### src/rtl/uart_rx.sv
// UART receiver: recovers one WORD_SIZE-bit word per frame (start, data LSB
// first, stop) and hands it to a consumer through a one-entry valid/ready
// holding register. Stop-bit errors and dropped words are reported as pulses.
`timescale 1ns/1ps

module uart_rx #(
  parameter int WORD_SIZE   = 8,
  parameter int PULSE_WIDTH = 4
) (
  input  logic                 clk,
  input  logic                 rst,
  input  logic                 rx,
  input  logic                 rx_ready,
  output logic [WORD_SIZE-1:0] data_bits_rx,
  output logic                 rx_valid,
  output logic                 frame_err,
  output logic                 overrun,
  output logic                 busy
);

  localparam int CW = (PULSE_WIDTH > 1) ? $clog2(PULSE_WIDTH) : 1;
  localparam int BW = (WORD_SIZE > 1) ? $clog2(WORD_SIZE) : 1;
  localparam logic [CW-1:0] CYC_LAST  = CW'(PULSE_WIDTH - 1);
  localparam logic [CW-1:0] HALF_LAST = CW'(PULSE_WIDTH / 2 - 1);
  localparam logic [BW-1:0] BIT_LAST  = BW'(WORD_SIZE - 1);

  typedef enum logic [2:0] {
    IDLE,
    START,
    DATA,
    STOP,
    WAIT_IDLE
  } rxState_e;

  logic                 rxMeta_q;
  logic                 rxSync_q;
  rxState_e             state_q;
  logic [CW-1:0]        cyc_q;
  logic [BW-1:0]        bitIdx_q;
  logic [WORD_SIZE-1:0] shift_q;
  logic [WORD_SIZE-1:0] word_q;
  logic                 deliver_q;
  logic                 frameErr_q;

  logic [WORD_SIZE-1:0] holdData_q, holdData_d;
  logic                 holdValid_q, holdValid_d;
  logic                 overrun_q, overrun_d;

  // Two-flop synchronizer; the line idles high so both flops reset to 1.
  always_ff @(posedge clk or posedge rst) begin
    if (rst) begin
      rxMeta_q <= 1'b1;
      rxSync_q <= 1'b1;
    end else begin
      rxMeta_q <= rx;
      rxSync_q <= rxMeta_q;
    end
  end

  // Frame FSM: finds the start edge, samples each bit at its centre and
  // checks the stop bit; a finished good word is handed over via deliver_q.
  always_ff @(posedge clk or posedge rst) begin
    if (rst) begin
      state_q    <= IDLE;
      cyc_q      <= '0;
      bitIdx_q   <= '0;
      shift_q    <= '0;
      word_q     <= '0;
      deliver_q  <= 1'b0;
      frameErr_q <= 1'b0;
    end else begin
      deliver_q  <= 1'b0;
      frameErr_q <= 1'b0;
      case (state_q)
        IDLE: begin
          cyc_q <= '0;
          if (!rxSync_q) begin
            state_q <= START;
          end
        end
        START: begin
          if (cyc_q == HALF_LAST) begin
            cyc_q    <= '0;
            bitIdx_q <= '0;
            state_q  <= rxSync_q ? IDLE : DATA;
          end else begin
            cyc_q <= cyc_q + 1'b1;
          end
        end
        DATA: begin
          if (cyc_q == CYC_LAST) begin
            cyc_q   <= '0;
            shift_q <= {rxSync_q, shift_q[WORD_SIZE-1:1]};
            if (bitIdx_q == BIT_LAST) begin
              state_q <= STOP;
            end else begin
              bitIdx_q <= bitIdx_q + 1'b1;
            end
          end else begin
            cyc_q <= cyc_q + 1'b1;
          end
        end
        STOP: begin
          if (cyc_q == CYC_LAST) begin
            cyc_q <= '0;
            if (rxSync_q) begin
              word_q    <= shift_q;
              deliver_q <= 1'b1;
              state_q   <= IDLE;
            end else begin
              frameErr_q <= 1'b1;
              state_q    <= WAIT_IDLE;
            end
          end else begin
            cyc_q <= cyc_q + 1'b1;
          end
        end
        WAIT_IDLE: begin
          cyc_q <= '0;
          if (rxSync_q) begin
            state_q <= IDLE;
          end
        end
        default: begin
          state_q <= IDLE;
          cyc_q   <= '0;
        end
      endcase
    end
  end

  // Holding register next state: load when empty or being drained this
  // cycle, otherwise drop the new word and flag an overrun.
  always_comb begin
    holdData_d  = holdData_q;
    holdValid_d = holdValid_q;
    overrun_d   = 1'b0;
    if (deliver_q) begin
      if (!holdValid_q || rx_ready) begin
        holdData_d  = word_q;
        holdValid_d = 1'b1;
      end else begin
        overrun_d = 1'b1;
      end
    end else if (holdValid_q && rx_ready) begin
      holdValid_d = 1'b0;
    end
  end

  // Holding register state.
  always_ff @(posedge clk or posedge rst) begin
    if (rst) begin
      holdData_q  <= '0;
      holdValid_q <= 1'b0;
      overrun_q   <= 1'b0;
    end else begin
      holdData_q  <= holdData_d;
      holdValid_q <= holdValid_d;
      overrun_q   <= overrun_d;
    end
  end

  assign data_bits_rx = holdData_q;
  assign rx_valid     = holdValid_q;
  assign frame_err    = frameErr_q;
  assign overrun      = overrun_q;
  assign busy         = (state_q != IDLE);

endmodule

### config.mk
export PLATFORM = sky130hd
export DESIGN_NAME = uart_rx
export DESIGN_NICKNAME = d
export VERILOG_FILES = /design/src/rtl/uart_rx.sv
export SDC_FILE = /design/constraint.sdc
export NUM_CORES = 1
export LEC_CHECK = 0
export BUFFER_PORTS_ARGS = -buffer_cell sky130_fd_sc_hd__buf_2
export CAP_MARGIN = 20
export CORE_MARGIN = 3
export CORE_UTILIZATION = 40
export CTS_CLUSTER_DIAMETER = 50
export DETAILED_ROUTE_END_ITERATION = 6
export GPL_ROUTABILITY_DRIVEN = 0
export PLACE_DENSITY_LB_ADDON = 0.3
export SLEW_MARGIN = 15
export SYNTH_ARGS = -nofsm -noshare
export SYNTH_HDL_FRONTEND = slang
export SYNTH_SLANG_ARGS = --single-unit
### constraint.sdc
create_clock -name clk -period 3.9 [get_ports clk]
set_clock_uncertainty 0.1 [all_clocks]
set_input_delay 0.39 -clock clk [delete_from_list [all_inputs] [get_ports clk]]
set_output_delay 0.39 -clock clk [all_outputs]
set_load 0.05 [all_outputs]
==> flow_summary.yaml <==
final_layout:
  n_antenna_cell: 0
  nets: 142
  post-route-util_pct: 47.89
  drive_gt1_share_pct: 40.30
  area_delta_synth_final_pct: 11.42
setup_path:
  end_kind: "primary output"
  cp.arrival_ns: 1.49
  path_class: "flop to primary output"
  worstPathRequired_ns: 3.41
  start_kind: "flop"
  worstPathMaxFanout: 10
  r2r_setup_slack_ns: 2.06
route:
  avgRoutedWirePerCell_um: 13.32
  via_per_inst: 4.813
  drt_iter0_drc: 64
  vias: 876
  final_antenna_net_count: 0
  dr.pass1.iters: 6
  drc_errors: 0
  routed_wl_mm: 2.424
sta:
  setup_ws_ns: 1.917
  max_freq_mhz: 504.4
  finalSetupViolCount: 0
  fin_crit_sh_pct: 50.84
  rsz0062_at_grt: "false"
  period_needed_ns: 1.983
  worstMarginPinSlew_ns: 0.6741
  final.setup.tns_ns: 0
  slew_headroom_pct: 55.01
  hold_slack_ns: 0.08494
  hold_violations: 0
  slew_violations: 0
synth:
  syn-num-nets: 124
  synthCells: 115
  ys_seq_area_share_pct: 58.39
  synth_cell_types: 27
  synth_warnings: 0
  syn-cell-area_sq_um: 1633
  synth.ff_latch_count: 38
  avgSynthCellArea_sq_um: 14.20
global_route:
  grt_pass1_wl_mm: 4.298
  grt-ovfl-total: 0
  track_usage_pct: 11.57
  grt_pass1_vias: 884
  grt_max_degree: 22
  antenna_found_initial: 0
clocking:
  cts.htree.levels: 2
  cts_tree: "done"
  insertion_delay_ns: 0.29
  numCtsBuffers: 5
  cts_setup_buffers: 0
  cts-root-buf: "clkbuf_8"
  clk_pin_slew_ns: 0.07
  cts_resized: 0
  cts_buffer_depth: 2
  cts_hold_buffers: 0
  cts_sinks: 38
die:
  core_sq_um: 3799
  start_util_pct: 42.98
  die_x_um: 69.89
  io_pins: 16
  rows: 22
  dieArea_sq_um: 4885
  fp.dieH_um: 69.89
power_and_ir_drop:
  power_uw: 983.3
  power_density_nw_per_um2: 540.5
  power_leakage_uw: 0.0009773
  irDropWorstVdd_uv: 226.0
placed_design:
  port_buffers: 15
  dp_slack_ns: 2.089
  dp_hpwl_mm: 1.739
outcome:
  status: "finished clean"
hold_path:
  min-delay-path-class: "input port to async pin"
run:
  drv_cap: 0
## state kept, by name (all words and copies together) (netlist names)
| signal | cells |
|---|---|
| shift_q | 8 |
| overrun | 1 |
| word_q | 8 |
| rxMeta_q | 1 |
| bitIdx_q | 3 |
| rx_valid | 1 |
| frame_err | 1 |
| rxSync_q | 1 |
| state_q | 3 |
| deliver_q | 1 |
| cyc_q | 2 |
| data_bits_rx | 8 |
## metal layers
metal | GRT usage [%] | wire length (um) | up-vias
li1 | - | - | 425
met1 | 14.41 | 1115 | 428
met2 | 16.37 | 1106 | 16
met3 | 4.748 | 130 | 7
met4 | 7.660 | 72 | 0
met5 | 0 | 0 | -
## worst max-delay path, cell delays in order (launching register included)
cell and delay [ns]:
dfrtp_1 0.50, or3_2 0.48, buf_2 0.22
## logic make-up (layout without fill, tap and decap cells)
logic type	Yosys count	count (layout)	synth area share (%)
DFF	38	38	58.39
and+or+nand+nor	28	28	10.65
muxes	27	27	21.07
AOI/OAI and AO/OA	5	5	1.532
adders and majority gates	5	5	3.831
buffers and inverters	12	31	4.521
## cell usage after synthesis (all sizes together)
library cell | count | share of area (%)
dfrtp | 36 | 55
mux2 | 25 | 19
nand2 | 9 | 2.1
inv | 7 | 1.6
nor2 | 6 | 1.4
ha | 5 | 3.8
a21oi | 3 | 0.92
buf | 3 | 1.8
clkbuf | 2 | 1.1
dfstp | 2 | 3.2
nand2b | 2 | 0.77
nand3b | 2 | 0.92
o21ai | 2 | 0.61
and4bb | 1 | 0.77
mux2i | 1 | 0.61
mux4 | 1 | 1.4
nand4b | 1 | 1.5
nand4bb | 1 | 0.69
nor2b | 1 | 0.38
nor3 | 1 | 0.31
nor3b | 1 | 0.46
nor4bb | 1 | 0.61
or2 | 1 | 0.38
or3 | 1 | 0.46
## path summary, 6_finish.rpt
path / start / end / depth (start not counted)
min reg2reg: rxMeta_q$_DFF_PP1_ / rxSync_q$_DFF_PP1_ / 0
max reg2reg: cyc_q[0]$_DFF_PP0_ / word_q[0]$_DFFE_PP0P_ / 4
max in group asynchronous: rst / rxMeta_q$_DFF_PP1_ / 3
min: rst / bitIdx_q[2]$_DFFE_PP0P_ / 2
max: state_q[0]$_DFFE_PP0P_ / busy / 2
min in group clk: rx / rxMeta_q$_DFF_PP1_ / 1
## final cells by class
| cell class | count | area, sq um |
|---|---|---|
| Inverter | 7 | 26.28 |
| Timing Repair Buffer | 16 | 82.58 |
| Tap cell | 48 | 60.06 |
| Clock inverter | 1 | 5.005 |
| Sequential cell | 38 | 953.4 |
| Clock buffer | 7 | 86.33 |
| Multi-Input combinational cell | 65 | 605.6 |
| Fill cell | 332 | 1979 |
## power by group
group	leakage [uW]	switching, uW	total, uW	internal (uW)
clock network	0.0000482	131	273	142
logic	0.000415	102	201	98.5
registers	0.000514	65.0	509	444
total	0.000977	298	983	685
## cells in the final DEF, fill, tap and decap left out, drive strengths merged, types with 2 or more instances in the layout
cell type / n
clkbuf: 7
mux2: 25
dfrtp: 36
nor2: 6
nand2b: 2
nand2: 9
dfstp: 2
ha: 5
a21oi: 3
inv: 7
nand3b: 2
buf: 16
o21ai: 2
## stage by stage
step,cells,cell area (sq um)
2_1_floorplan,115,1633
3_3_place_gp,174,1728
3_5_place_dp,174,1728
4_1_cts,182,1819
5_1_grt,182,1819
6_report,182,1819
No activity file was read; power rests on OpenSTA's default activity.
